[config.mk]
export PLATFORM = sky130hd
export DESIGN_NAME = instr_fetch_decode
export DESIGN_NICKNAME = d
export VERILOG_FILES = /design/src/rtl/instr_fetch_decode_pkg.sv /design/src/rtl/instr_decoder.sv /design/src/rtl/instr_fetch_decode.sv
export SDC_FILE = /design/constraint.sdc
export NUM_CORES = 1
export LEC_CHECK = 0
export BUFFER_PORTS_ARGS = -buffer_cell sky130_fd_sc_hd__clkbuf_2
export CAP_MARGIN = 10
export CORE_ASPECT_RATIO = 0.8
export CORE_MARGIN = 4
export CORE_UTILIZATION = 45
export DETAILED_ROUTE_END_ITERATION = 8
export GPL_ROUTABILITY_DRIVEN = 0
export PLACE_DENSITY = 0.78
export SYNTH_ARGS = -nofsm -noshare
export SYNTH_HDL_FRONTEND = slang
export SYNTH_HIERARCHICAL = 1
export SYNTH_SLANG_ARGS = --single-unit
[constraint.sdc]
create_clock -name clk -period 2.5 [get_ports clk]
set_clock_uncertainty 0.15 [all_clocks]
set_input_delay 0.125 -clock clk [delete_from_list [all_inputs] [get_ports clk]]
set_output_delay 0.125 -clock clk [all_outputs]
set_load 0.05 [all_outputs]
[src/rtl/instr_fetch_decode_pkg.sv]
// Shared definitions for the fetch/decode front end: opcode constants,
// fetch FSM state encoding and the reset NOP word.
package instr_fetch_decode_pkg;

  typedef enum logic [1:0] {
    ST_BOOT  = 2'd0,
    ST_REQ   = 2'd1,
    ST_WAIT  = 2'd2,
    ST_ISSUE = 2'd3
  } fetch_state_e;

  localparam logic [6:0] OP_OP     = 7'b0110011;
  localparam logic [6:0] OP_IMM    = 7'b0010011;
  localparam logic [6:0] OP_LOAD   = 7'b0000011;
  localparam logic [6:0] OP_STORE  = 7'b0100011;
  localparam logic [6:0] OP_LUI    = 7'b0110111;
  localparam logic [6:0] OP_AUIPC  = 7'b0010111;
  localparam logic [6:0] OP_JAL    = 7'b1101111;
  localparam logic [6:0] OP_JALR   = 7'b1100111;

  localparam logic [31:0] NOP_INSTR = 32'h0000_0013;

  // Opcodes whose immediate lives in [31:20] rather than the split S-format.
  function automatic logic has_i_imm(input logic [6:0] op);
    return (op == OP_IMM) || (op == OP_LOAD) || (op == OP_JALR);
  endfunction

endpackage

[src/rtl/instr_decoder.sv]
// Purely combinational field extraction and enable generation for one
// 32-bit instruction word; enables are suppressed when nothing is issuing.
module instr_decoder
  import instr_fetch_decode_pkg::*;
(
  input  logic [31:0] instr_i,
  input  logic        valid_i,
  output logic [6:0]  opcode_o,
  output logic [2:0]  funct3_o,
  output logic [6:0]  funct7_o,
  output logic [4:0]  rs1_o,
  output logic [4:0]  rs2_o,
  output logic [4:0]  rd_o,
  output logic [11:0] imm_o,
  output logic [4:0]  shamt_o,
  output logic        write_en_o,
  output logic        read_en_o,
  output logic        store_en_o,
  output logic        illegal_o
);

  assign opcode_o = instr_i[6:0];
  assign rd_o     = instr_i[11:7];
  assign funct3_o = instr_i[14:12];
  assign rs1_o    = instr_i[19:15];
  assign rs2_o    = instr_i[24:20];
  assign shamt_o  = instr_i[24:20];
  assign funct7_o = instr_i[31:25];
  assign imm_o    = has_i_imm(instr_i[6:0]) ? instr_i[31:20]
                                            : {instr_i[31:25], instr_i[11:7]};

  always_comb begin
    // NOTE: every output gets a default first so no path through the case infers a latch.
    write_en_o = 1'b0;
    read_en_o  = 1'b0;
    store_en_o = 1'b0;
    illegal_o  = 1'b0;
    if (valid_i) begin
      unique case (instr_i[6:0])
        OP_OP, OP_IMM, OP_LUI, OP_AUIPC, OP_JAL, OP_JALR: write_en_o = 1'b1;
        OP_LOAD: begin
          write_en_o = 1'b1;
          read_en_o  = 1'b1;
        end
        OP_STORE: store_en_o = 1'b1;
        default:  illegal_o  = 1'b1;
      endcase
    end
  end

endmodule

[src/rtl/instr_fetch_decode.sv]
// Single-outstanding instruction fetch FSM with PC/redirect handling; the
// latched instruction is decoded by instr_decoder.
module instr_fetch_decode
  import instr_fetch_decode_pkg::*;
#(
  parameter int unsigned          WIDTH    = 32,
  parameter logic [WIDTH-1:0]     RESET_PC = WIDTH'(32'h0000_0000)
) (
  input  logic             clk,
  input  logic             rst,
  output logic             imem_req,
  output logic [WIDTH-1:0] imem_addr,
  input  logic             imem_valid,
  input  logic [31:0]      imem_rdata,
  input  logic             stall,
  input  logic             branch_taken,
  input  logic [WIDTH-1:0] branch_target,
  output logic [WIDTH-1:0] pc,
  output logic [6:0]       opcode,
  output logic [2:0]       Funct3,
  output logic [6:0]       Funct7,
  output logic [4:0]       RS1,
  output logic [4:0]       RS2,
  output logic [4:0]       RD,
  output logic [11:0]      Imm_reg,
  output logic [4:0]       Shamt,
  output logic             write_en,
  output logic             read_en,
  output logic             store_en,
  output logic             instr_valid,
  output logic             illegal_instr,
  output logic             misalign_err
);

  fetch_state_e     state_q, state_d;
  logic [WIDTH-1:0] pc_q, pc_d;
  logic [31:0]      ir_q, ir_d;
  logic             misalign_q, misalign_d;
  logic             capture, issue_fire;

  // NOTE: sequential state uses non-blocking assignments so every register samples pre-edge values.
  always_ff @(posedge clk or posedge rst) begin
    if (rst) state_q <= ST_BOOT;
    else     state_q <= state_d;
  end

  always_comb begin
    state_d = state_q;
    unique case (state_q)
      ST_BOOT:  state_d = ST_REQ;
      ST_REQ:   state_d = ST_WAIT;
      ST_WAIT:  if (imem_valid) state_d = ST_ISSUE;
      ST_ISSUE: if (!stall) state_d = ST_REQ;
      default:  state_d = ST_BOOT;
    endcase
  end

  always_comb begin
    imem_req    = (state_q == ST_REQ);
    instr_valid = (state_q == ST_ISSUE);
    capture     = (state_q == ST_WAIT) && imem_valid;
    issue_fire  = (state_q == ST_ISSUE) && !stall;
  end

  // Misaligned redirects are word-aligned by dropping the low bits.
  always_comb begin
    pc_d       = pc_q;
    ir_d       = capture ? imem_rdata : ir_q;
    misalign_d = 1'b0;
    if (issue_fire) begin
      if (branch_taken) begin
        pc_d       = {branch_target[WIDTH-1:2], 2'b00};
        misalign_d = |branch_target[1:0];
      end else begin
        pc_d = pc_q + WIDTH'(4);
      end
    end
  end

  always_ff @(posedge clk or posedge rst) begin
    if (rst) begin
      pc_q       <= RESET_PC;
      ir_q       <= NOP_INSTR;
      misalign_q <= 1'b0;
    end else begin
      pc_q       <= pc_d;
      ir_q       <= ir_d;
      misalign_q <= misalign_d;
    end
  end

  assign pc           = pc_q;
  assign imem_addr    = pc_q;
  assign misalign_err = misalign_q;

  instr_decoder u_decoder (
    .instr_i    (ir_q),
    .valid_i    (instr_valid),
    .opcode_o   (opcode),
    .funct3_o   (Funct3),
    .funct7_o   (Funct7),
    .rs1_o      (RS1),
    .rs2_o      (RS2),
    .rd_o       (RD),
    .imm_o      (Imm_reg),
    .shamt_o    (Shamt),
    .write_en_o (write_en),
    .read_en_o  (read_en),
    .store_en_o (store_en),
    .illegal_o  (illegal_instr)
  );

endmodule

# --- Word-level counts from Yosys, hierarchy flattened ---
# Cells that the tools add are included.
# Widths: inputs -> output; s select.
op_classes:
  addsub: 1
  n_mul: 0
  div_mod_pow: 0
  n_lt_le_gt_ge: 0
  n_eq_ne: 13
  shift: 0
  muxes: 15
  bitwise: 0
  reduce_logical: 10
op_table:
  columns: ["operator", "count"]
  rows:
  - ["$add 32x3->32 const B", 1]
  - ["$mux 32", 1]
  - ["$eq 7x6->1 const B", 3]
  - ["$eq 7x5->1 const B", 2]
  - ["$eq 7x7->1 const B", 2]
  - ["$mux 1", 10]
  - ["$pmux 2 s4", 1]
  - ["$reduce_or 8->1", 1]
  - ["$eq 7x2->1 const B", 1]
  - ["$reduce_or 7->1", 1]
  - ["$mux 5", 1]
  - ["$eq 2x2->1 const B", 2]
  - ["$mux 2", 2]
  - ["$ne 2x2->1 const B", 2]
  - ["$eq 2x1->1 const B", 1]
  - ["$logic_and 1x1->1", 2]
  - ["$logic_not 2->1", 1]
  - ["$logic_or 1x1->1", 2]
  - ["$reduce_and 2->1", 1]
  - ["$reduce_or 2->1", 1]
  - ["$logic_not 1->1", 1]
totals:
  regBits: 67
  latchBits: 0
  ramBits: 0
  rom_bits: 0
  input_bits: 69
  out_inout_bits: 120
  elab_cells: 43
  memories: 0

# --- Longest topological paths before layout ---
# Gate-level depths: netlist of run 1.
logic_depth:
  depth_word: 4
  ltp_mapped: 7
  ltp_nobuf: 6

# --- By module ---
# Netlist of run 1, hierarchy kept.
by_module_without_submodules:
  columns: ["module", "instances", "cells_each", "area_each_um2", "seq_area_each_um2"]
  rows:
  - ["instr_fetch_decode", 1, 365, 3662.3, 1630.3]
  - ["instr_decoder", 1, 64, 506.7, 0.0]

# --- Worst setup path before layout of run 1 ---
# Ideal clock, no wire load.
synth_timing:
  path_type: "reg-to-output"
  start: "register state_q[0]"
  end: "output port read_en"
  arrival_time_ns: 2.210
  setup_slack_ns: 0.015
  stages_incl_launch_ff: 4
  cell_sequence: "dfrtp_1 ha_1 nand4bb_1 nor3_1"
synth_via:
  elab_chain_cells: 2
synth_rtl:
  columns: ["item", "line", "rtl"]
  rows:
  - ["from (decl)", "instr_fetch_decode.sv:35", "fetch_state_e state_q, state_d;"]
  - ["from (signal assigned)", "instr_fetch_decode.sv:44", "else state_q <= state_d;"]
  - ["$eq 2x2->1", "instr_fetch_decode.sv:60", "instr_valid = (state_q == ST_ISSUE);"]
  - ["via instr_valid", "instr_fetch_decode.sv:30", "output logic instr_valid,"]
  - ["$mux 1", "instr_decoder.sv:38", "if (valid_i) begin"]
  - ["to (decl)", "instr_fetch_decode.sv:28", "output logic read_en,"]
# The timed path passes the listed nets, and every way through them passes these cells.

# --- Final worst setup path of run 1 ---
layout_timing:
  start: "register ir_q[4]"
  end: "output port Imm_reg[0]"
layout_via:
  elab_chain_cells: 4
  word_cells_on_any_way: 6
  cone_classes: "eq/ne: 3; mux: 1; reduce/logical: 2"
layout_rtl:
  columns: ["item", "line", "rtl"]
  rows:
  - ["from (decl)", "instr_fetch_decode.sv:37", "logic [31:0] ir_q, ir_d;"]
  - ["from (signal assigned)", "instr_fetch_decode.sv:87", "ir_q <= ir_d;"]
  - ["$eq 7x5->1 or $eq 7x2->1 (tied branches)", "instr_fetch_decode_pkg.sv:25", "return (op == OP_IMM) || (op == OP_LOAD) || (op == OP_JALR);"]
  - ["$logic_or 1x1->1", "instr_fetch_decode_pkg.sv:25", null]
  - ["$logic_or 1x1->1 (*)", "instr_fetch_decode_pkg.sv:25", null]
  - ["$mux 5 (*)", "instr_decoder.sv:29", "assign imm_o = has_i_imm(instr_i[6:0]) ? instr_i[31:20]"]
  - ["to (decl)", "instr_fetch_decode.sv:25", "output logic [11:0] Imm_reg,"]
# Every way passes the cells marked *; elsewhere a longest branch is shown, timed or not.

==> impl_metrics.yaml, run 1 <==
status:
  status: "completed"
grt:
  grt_max_degree: 39
  top_usage_layer: "met2"
  grt_use_total: 0.226
  antenna_found_initial: 0
  grt_pass1_vias: 3759
  met2_usage: 0.385
  grt_pass1_wl_um: 19400
  gr-total-overflow: 0
  use_met1: 0.294
  grt_use_met3: 0.0412
sta:
  setup_viol: 0
  max_slew.worst_pin.slew_ns: 0.749
  slew_violations: 0
  grt_setup_unrepaired: "no"
  max_freq_mhz: 424
  slew_headroom: 0.500
  tns_ns: 0
  holdWs_ns: 0.0145
  hold_viol: 0
  finalCriticalPeriod_ns: 2.36
  worst_slack_ns: 0.141
  finalCritPeriodShare: 0.944
die:
  initial_core_util: 0.461
  num_io_pins: 189
  chipHeight_um: 94.1
  core_area_mm2: 0.00904
  rows: 31
  die-area_mm2: 0.0109
  fp.dieW_um: 116
placement:
  io_buffers: 184
  dp_hpwl_um: 8720
  pre_cts_slack_ns: 0.327
finish:
  syn_to_final_growth_pct: 33.6
  multi_input_area_mm2: 0.00185
  layout-drive-gt1-share: 0.447
  finalNetCount: 669
  fillers: 732
  seqCellArea_mm2: 0.00163
  n_antenna_cell: 0
  post-route-util: 0.616
clock_network:
  numCtsBuffers: 9
  max-clock-path-buffers: 2
  cts-htree-levels: 3
  cts_tree: "built"
  clk_pin_slew_worst_paths_ns: 0.06
  clkLatencyLatePin_ns: 0.32
  clock-root-buffer: "clkbuf_16"
  cts_setup_buffers: 0
  cts.sinks: 65
drt:
  vias: 3950
  drt_iter0_drc: 283
  drc: 0
  vias_per_cell: 5.52
  wl_um: 12500
  avgRoutedWirePerCell_um: 17.4
  detail-route-antenna-nets: 0
  firstDrtPassIters: 5
hold_path:
  hold_path_class: "in -> reg"
critical_path:
  start_kind: "register"
  endpoint_kind: "output pin"
  crit_fanout: 6
  critPathKind: "reg -> out"
  worstPathArrival_ns: 2.08
  required_ns: 2.23
logic_synthesis:
  seq_area_frac_synth: 0.391
  synth-main-ff-cell: "dfrtp_1"
  synth_edf_count: 0
  ys_types: 62
  syn_inst: 429
  async_reset_ff_frac: 1.00
  synthesis.area_mm2: 0.00417
  syn_avg_cell_area_um2: 9.72
  synth_top_cell_by_area: "dfrtp_1"
  synth-seq-cells: 65
  synthTopCellsByArea: "dfrtp_1 (37%), buf_4 (14%), mux2_2 (10%), a21oi_1 (4.0%), o21ai_0 (2.2%)"
  yosysWarnings: 6
  yosys.area.top_type_share: 0.372
flow_run:
  maxCapViolCount: 0
-- synth_stat cells (3+ instances only) --
cell type,instances
a21oi_1,33
a311oi_1,6
a41o_1,4
and3_1,8
and4_1,5
buf_1,5
buf_2,5
buf_4,78
clkbuf_1,12
dfrtp_1,62
dfstp_2,3
ha_1,5
inv_1,7
mux2_2,37
mux2i_1,3
nand2_1,24
nand2b_1,3
nand3_1,15
nand4_1,7
nor2_1,19
nor3_1,7
o21ai_0,18
o22ai_1,6
or3_1,6
or4_1,3
-- cells in the final DEF (no fill, tap or decap), types with 10 or more instances in the layout --
| cell type | netlist | routed |
|---|---|---|
| buf_4 | 78 | 10 |
| o21ai_0 | 18 | 18 |
| nand3_1 | 15 | 15 |
| dfrtp_1 | 62 | 62 |
| a21oi_1 | 33 | 33 |
| mux2_2 | 37 | 37 |
| nor2_1 | 19 | 19 |
| clkbuf_2 | 0 | 184 |
| dlygate4sd3_1 | 0 | 56 |
| nand2_1 | 24 | 24 |
-- final cells by class --
type,count,area share
Multi-Input combinational cell,260,0.332
Timing Repair Buffer,252,0.287
Clock buffer,10,0.0411
Clock inverter,6,0.0166
Tap cell,115,0.0258
Sequential cell,65,0.293
Inverter,7,0.00472
-- cell families after synthesis --
logic type / Yosys count / synth area share
adders and majority gates: 5 / 0.0150
muxes: 40 / 0.107
other: 1 / 0.000899
AOI/OAI and AO/OA: 96 / 0.155
and+or+nand+nor: 115 / 0.163
buffers and inverters: 107 / 0.168
DFF: 65 / 0.391
-- worst max-delay path: stages, from the launching register on --
cell,delay [ns]
dfstp_2,0.57
and4b_2,0.26
o2111ai_4,0.30
mux2_2,0.38
clkbuf_2,0.24
-- final timing paths --
check,startpoint,to,slack (ns),depth (start not counted)
hold / removal,branch_target[6],imem_addr[6]$_DFFE_PP0P_,0.01,3
min in group asynchronous,rst,ir_q[19]$_DFFE_PP0P_,0.33,3
hold reg to reg,ir_q[17]$_DFFE_PP0P_,ir_q[17]$_DFFE_PP0P_,0.35,1
setup reg to reg,imem_addr[9]$_DFFE_PP0P_,imem_addr[31]$_DFFE_PP0P_,0.24,5
setup / recovery,ir_q[4]$_DFFE_PP1P_,Imm_reg[0],0.14,4
max in group asynchronous,rst,imem_addr[21]$_DFFE_PP0P_,1.22,4
-- state kept, by name, summed over array words and instances (netlist names) --
register	cells
imem_addr	30
misalign_err	1
state_q	2
ir_q	32
-- per-layer routing --
metal  share of wire  wire [um]  vias up
met1            0.39       4900     1922
met4           0.016        202        0
met2            0.52       6460      197
li1                -          -     1811
met3           0.073        905       20
met5               0          0        -
-- metrics by stage --
stage / cells / instance area [um^2]
floorplan: 432 / 4180
global placement: 643 / 4690
detailed placement: 643 / 4690
CTS: 715 / 5570
global route: 715 / 5570
finish: 715 / 5570
-- repair_timing --
action,CTS,global route
endpoints found under the hold margin,84,0
gates resized for setup,0,0
hold buffers,56,0
Power of run 1 is not shown: default switching activity piles up to over one toggle a cycle in this logic, so the estimate is an artifact.
==> run 2: changes to the inputs <==
CORE_ASPECT_RATIO = 1.25   (was 0.8)
==> run 2 against run 1 <==
  * Die area about the same
  * Maximum frequency down 1.5%
  * Worst hold slack got worse by 0.0041 ns
  * Core utilization increased by 0.22 points
  * Setup slack worse by 0.037 ns
  * Non-clock buffer count increased by 1
  * Sequential cell count unchanged
  * Global-route usage up 0.32 points
==> impl_metrics.yaml, run 2 (synthesis results as in run 1) <==
clock_network:
  clkLatencyLatePin_ns: 0.33
  max-clock-path-buffers: 2
  cts.sinks: 65
  clk_pin_slew_worst_paths_ns: 0.06
  cts-htree-levels: 3
  numCtsBuffers: 9
  clock-root-buffer: "clkbuf_16"
  cts_tree: "built"
sta:
  slew_violations: 0
  setup_viol: 0
  max_freq_mhz: 417
  grt_setup_unrepaired: "no"
  tns_ns: 0
  slew_headroom: 0.596
  finalCritPeriodShare: 0.959
  hold_viol: 0
  holdWs_ns: 0.0104
  finalCriticalPeriod_ns: 2.40
  max_slew.worst_pin.slew_ns: 0.602
finish:
  final_common_cell: "clkbuf_2"
  n_antenna_cell: 0
  largest_register: "ir_q"
  layout-drive-gt1-share: 0.446
  largest_reg_flops: 32
  final_area_mm2: 0.00561
  syn_to_final_growth_pct: 34.7
  finalNetCount: 670
  final_cell_mix: "clkbuf_2 (184), dfrtp_1 (62), dlygate4sd3_1 (58), mux2_2 (37), a21oi_1 (33)"
critical_path:
  endpoint_kind: "output pin"
  required_ns: 2.23
  critPathKind: "reg -> out"
  start_kind: "register"
  r2r-end: "imem_addr[31]$_DFFE_PP0P_"
  crit_fanout: 6
  r2r_start: "imem_addr[8]$_DFFE_PP0P_"
  worstPathArrival_ns: 2.12
  r2r_setup_slack_ns: 0.28
  reg2reg_depth: 5
placement:
  io_buffers: 184
  dp_hpwl_um: 8420
  dpl_cell_area_mm2: 0.00467
status:
  status: "completed"
drt:
  wl_um: 12300
  vias_per_cell: 5.44
  drc: 0
  detail-route-antenna-nets: 0
  drt_iter0_drc: 124
  highest_layer: "met4"
  wl_met2_um: 6450
  vias: 3936
  wl_met1_um: 4580
  firstDrtPassIters: 4
  dr_wl_met3_um: 970
  avgRoutedWirePerCell_um: 16.9
grt:
  grt_max_degree: 36
  gr-total-overflow: 0
  grt_use_total: 0.229
  antenna_found_initial: 0
  grt_pass1_wl_um: 19700
  grt_pass1_vias: 3925
hold_path:
  hold_path_class: "in -> reg"
  hold_path_depth: 3
  min_delay_worst_endpoint: "imem_addr[30]$_DFFE_PP0P_"
  min-delay-start: "branch_target[30]"
die:
  fp.dieW_um: 94.1
  core_area_mm2: 0.00908
  initial_core_util: 0.459
  rows: 39
  chipHeight_um: 116
  num_io_pins: 189
  die-area_mm2: 0.0109
flow_run:
  maxCapViolCount: 0
run 2: area by class of cell:
cell class | instances | area (um^2)
Clock buffer | 9 | 225
Clock inverter | 7 | 143
Fill cell | 743 | 3460
Inverter | 7 | 26.3
Multi-Input combinational cell | 260 | 1850
Sequential cell | 65 | 1630
Tap cell | 123 | 154
Timing Repair Buffer | 253 | 1580
run 2: timing repair:
item	in CTS	in global routing
resized for setup	0	0
hold buffers	58	0
hold endpoints to repair	118	0
buffers inserted	0	0
endpoints found under the setup margin	0	0
run 2: worst max path at each step:
stage          slack, ns  cells after the start                    from                   endpoint
6_report            0.10                      4     ir_q[4]$_DFFE_PP1P_                 Imm_reg[4]
5_1_grt             0.05                      4     ir_q[4]$_DFFE_PP1P_                 Imm_reg[4]
4_1_cts             0.13                      4     ir_q[4]$_DFFE_PP1P_                 Imm_reg[1]
3_5_place_dp        0.32                      5  state_q[0]$_DFFE_PP0P_  imem_addr[31]$_DFFE_PP0P_
3_3_place_gp        0.38                      5  state_q[0]$_DFFE_PP0P_  imem_addr[31]$_DFFE_PP0P_
2_1_floorplan       0.01                      3  state_q[0]$_DFFE_PP0P_                    read_en
run 2: layer usage:
layer / global-route usage / vias to the layer above
li1: - / 1815
met5: 0 / -
met2: 0.423 / 213
met1: 0.253 / 1882
met4: 0.0886 / 0
met3: 0.0519 / 26
run 2: worst max-delay path: stages (launching register included):
cell       delay (ns)
dfstp_2          0.57
and4b_2          0.27
o2111ai_4        0.33
mux2_2           0.38
clkbuf_2         0.24
run 2: per-stage QoR:
| step | instances | setup slack, ns | util |
|---|---|---|---|
| finish | 724 | 0.104 | 0.619 |
| global placement | 650 | 0.379 | 0.514 |
| CTS | 724 | 0.130 | 0.619 |
| floorplan | 432 | 0.0148 | - |
| detailed placement | 650 | 0.321 | 0.514 |
| global route | 724 | 0.0540 | 0.619 |
Power of run 2 is left out for the same reason.
==> run 3: changes to the inputs <==
MAX_ROUTING_LAYER = met4   (was unset)
==> run 3 against run 2 <==
  * Cell area did not move
  * Sequential share of layout area unchanged
  * Critical path depth unchanged
  * Core utilization is the same
  * Cell count unchanged
  * Die area unchanged
  * Maximum frequency about the same
  * Register-to-register slack hardly changed
==> impl_metrics.yaml, run 3 (synthesis results as in run 1) <==
status:
  status: "completed"
sta:
  hold_viol: 0
  finalCriticalPeriod_ns: 2.40
  setup_viol: 0
  finalCritPeriodShare: 0.959
  max_slew.worst_pin.slew_ns: 0.588
  max_freq_mhz: 417
  tns_ns: 0
  grt_setup_unrepaired: "no"
  slew_headroom: 0.605
  slew_violations: 0
finish:
  largest_register: "ir_q"
  layout-drive-gt1-share: 0.446
  final_cell_mix: "clkbuf_2 (184), dfrtp_1 (62), dlygate4sd3_1 (58), mux2_2 (37), a21oi_1 (33)"
  n_antenna_cell: 0
  largest_reg_flops: 32
  finalNetCount: 670
  syn_to_final_growth_pct: 34.7
  layout.cells.non_filler: 724
  final_common_cell: "clkbuf_2"
  final_area_mm2: 0.00561
drt:
  avgRoutedWirePerCell_um: 17.1
  vias_per_cell: 5.40
  drc: 0
  detail-route-antenna-nets: 0
  wl_um: 12400
  vias: 3907
  drt_iter0_drc: 137
  firstDrtPassIters: 4
die:
  core_area_mm2: 0.00908
  num_io_pins: 189
  chipHeight_um: 116
  fp.dieW_um: 94.1
  initial_core_util: 0.459
  die-area_mm2: 0.0109
  rows: 39
critical_path:
  max_stage_delay_ns: 0.57
  crit_path_top_delay_cell: "dfstp_2"
  r2r_setup_slack_ns: 0.29
  crit_end: "Imm_reg[4]"
  crit_fanout: 6
  required_ns: 2.23
  reg2reg_depth: 5
  crit_chain: "and4b_2, o2111ai_4, mux2_2, clkbuf_2"
  cp-startpoint: "ir_q[4]$_DFFE_PP1P_"
  r2r_start: "imem_addr[8]$_DFFE_PP0P_"
  start_kind: "register"
  critPathKind: "reg -> out"
  r2r-end: "imem_addr[31]$_DFFE_PP0P_"
  endpoint_kind: "output pin"
  worstPathArrival_ns: 2.12
clock_network:
  cts_hold_buf: 58
  cts.sinks: 65
  cts-htree-levels: 3
  clk_pin_slew_worst_paths_ns: 0.06
  cts-resized-gates: 0
  cts_setup_buffers: 0
  clock-root-buffer: "clkbuf_16"
  numCtsBuffers: 9
  clkLatencyLatePin_ns: 0.33
  max-clock-path-buffers: 2
  cts_tree: "built"
placement:
  dp_hpwl_um: 8420
  io_buffers: 184
  dpl_cell_area_mm2: 0.00467
  placed_cells_incl_taps: 650
grt:
  grt_max_degree: 36
  grt_pass1_wl_um: 19600
  gr-total-overflow: 0
  grt_pass1_vias: 3927
  antenna_found_initial: 0
  grt_use_total: 0.236
flow_run:
  maxCapViolCount: 0
hold_path:
  hold_path_class: "in -> reg"
## run 3: layout make-up
type	instances	area, um^2
fillers	743	3460
multi-input cells	260	1850
flip-flops and latches	65	1630
repair buffers	253	1580
clock buffers	9	225
well taps	123	154
clock inverters	7	143
inverters	7	26.3
## run 3: worst min-delay path by stage
| stage | startpoint | to | slack, ns | depth (start not counted) |
|---|---|---|---|---|
| after floorplan | branch_target[0] | misalign_err$_DFF_PP0_ | 0.1 | 2 |
| after global placement | rst | imem_addr[27]$_DFFE_PP0P_ | 0.08 | 3 |
| after detailed placement | rst | imem_addr[25]$_DFFE_PP0P_ | 0.08 | 3 |
| after CTS | branch_target[30] | imem_addr[30]$_DFFE_PP0P_ | 0.006 | 3 |
| after global routing | branch_target[30] | imem_addr[30]$_DFFE_PP0P_ | 0.05 | 3 |
| final | branch_target[30] | imem_addr[30]$_DFFE_PP0P_ | 0.01 | 3 |
## run 3: routing by layer
| layer | part of all wire | global-route usage | up-vias |
|---|---|---|---|
| li1 | - | - | 1813 |
| met5 | 0 | - | - |
| met3 | 0.081 | 0.0494 | 24 |
| met4 | 0.020 | 0.0886 | 0 |
| met2 | 0.52 | 0.422 | 207 |
| met1 | 0.37 | 0.256 | 1863 |
## run 3: critical path, delay by kind of cell (launching register included)
kind,cells,cell delay (ns)
muxes,1,0.38
AOI/OAI and AO/OA,1,0.33
DFF,1,0.57
buffers and inverters,1,0.24
and+or+nand+nor,1,0.27
## run 3: through the flow
stage                     hold WS, ns  setup WS (ns)  utilization
after floorplan                 0.100         0.0148            -
after global placement         0.0809          0.379        0.514
after detailed placement       0.0823          0.321        0.514
after CTS                     0.00638          0.130        0.619
after global routing           0.0460         0.0539        0.619
final                          0.0110          0.102        0.619
Power of run 3 is left out for the same reason.
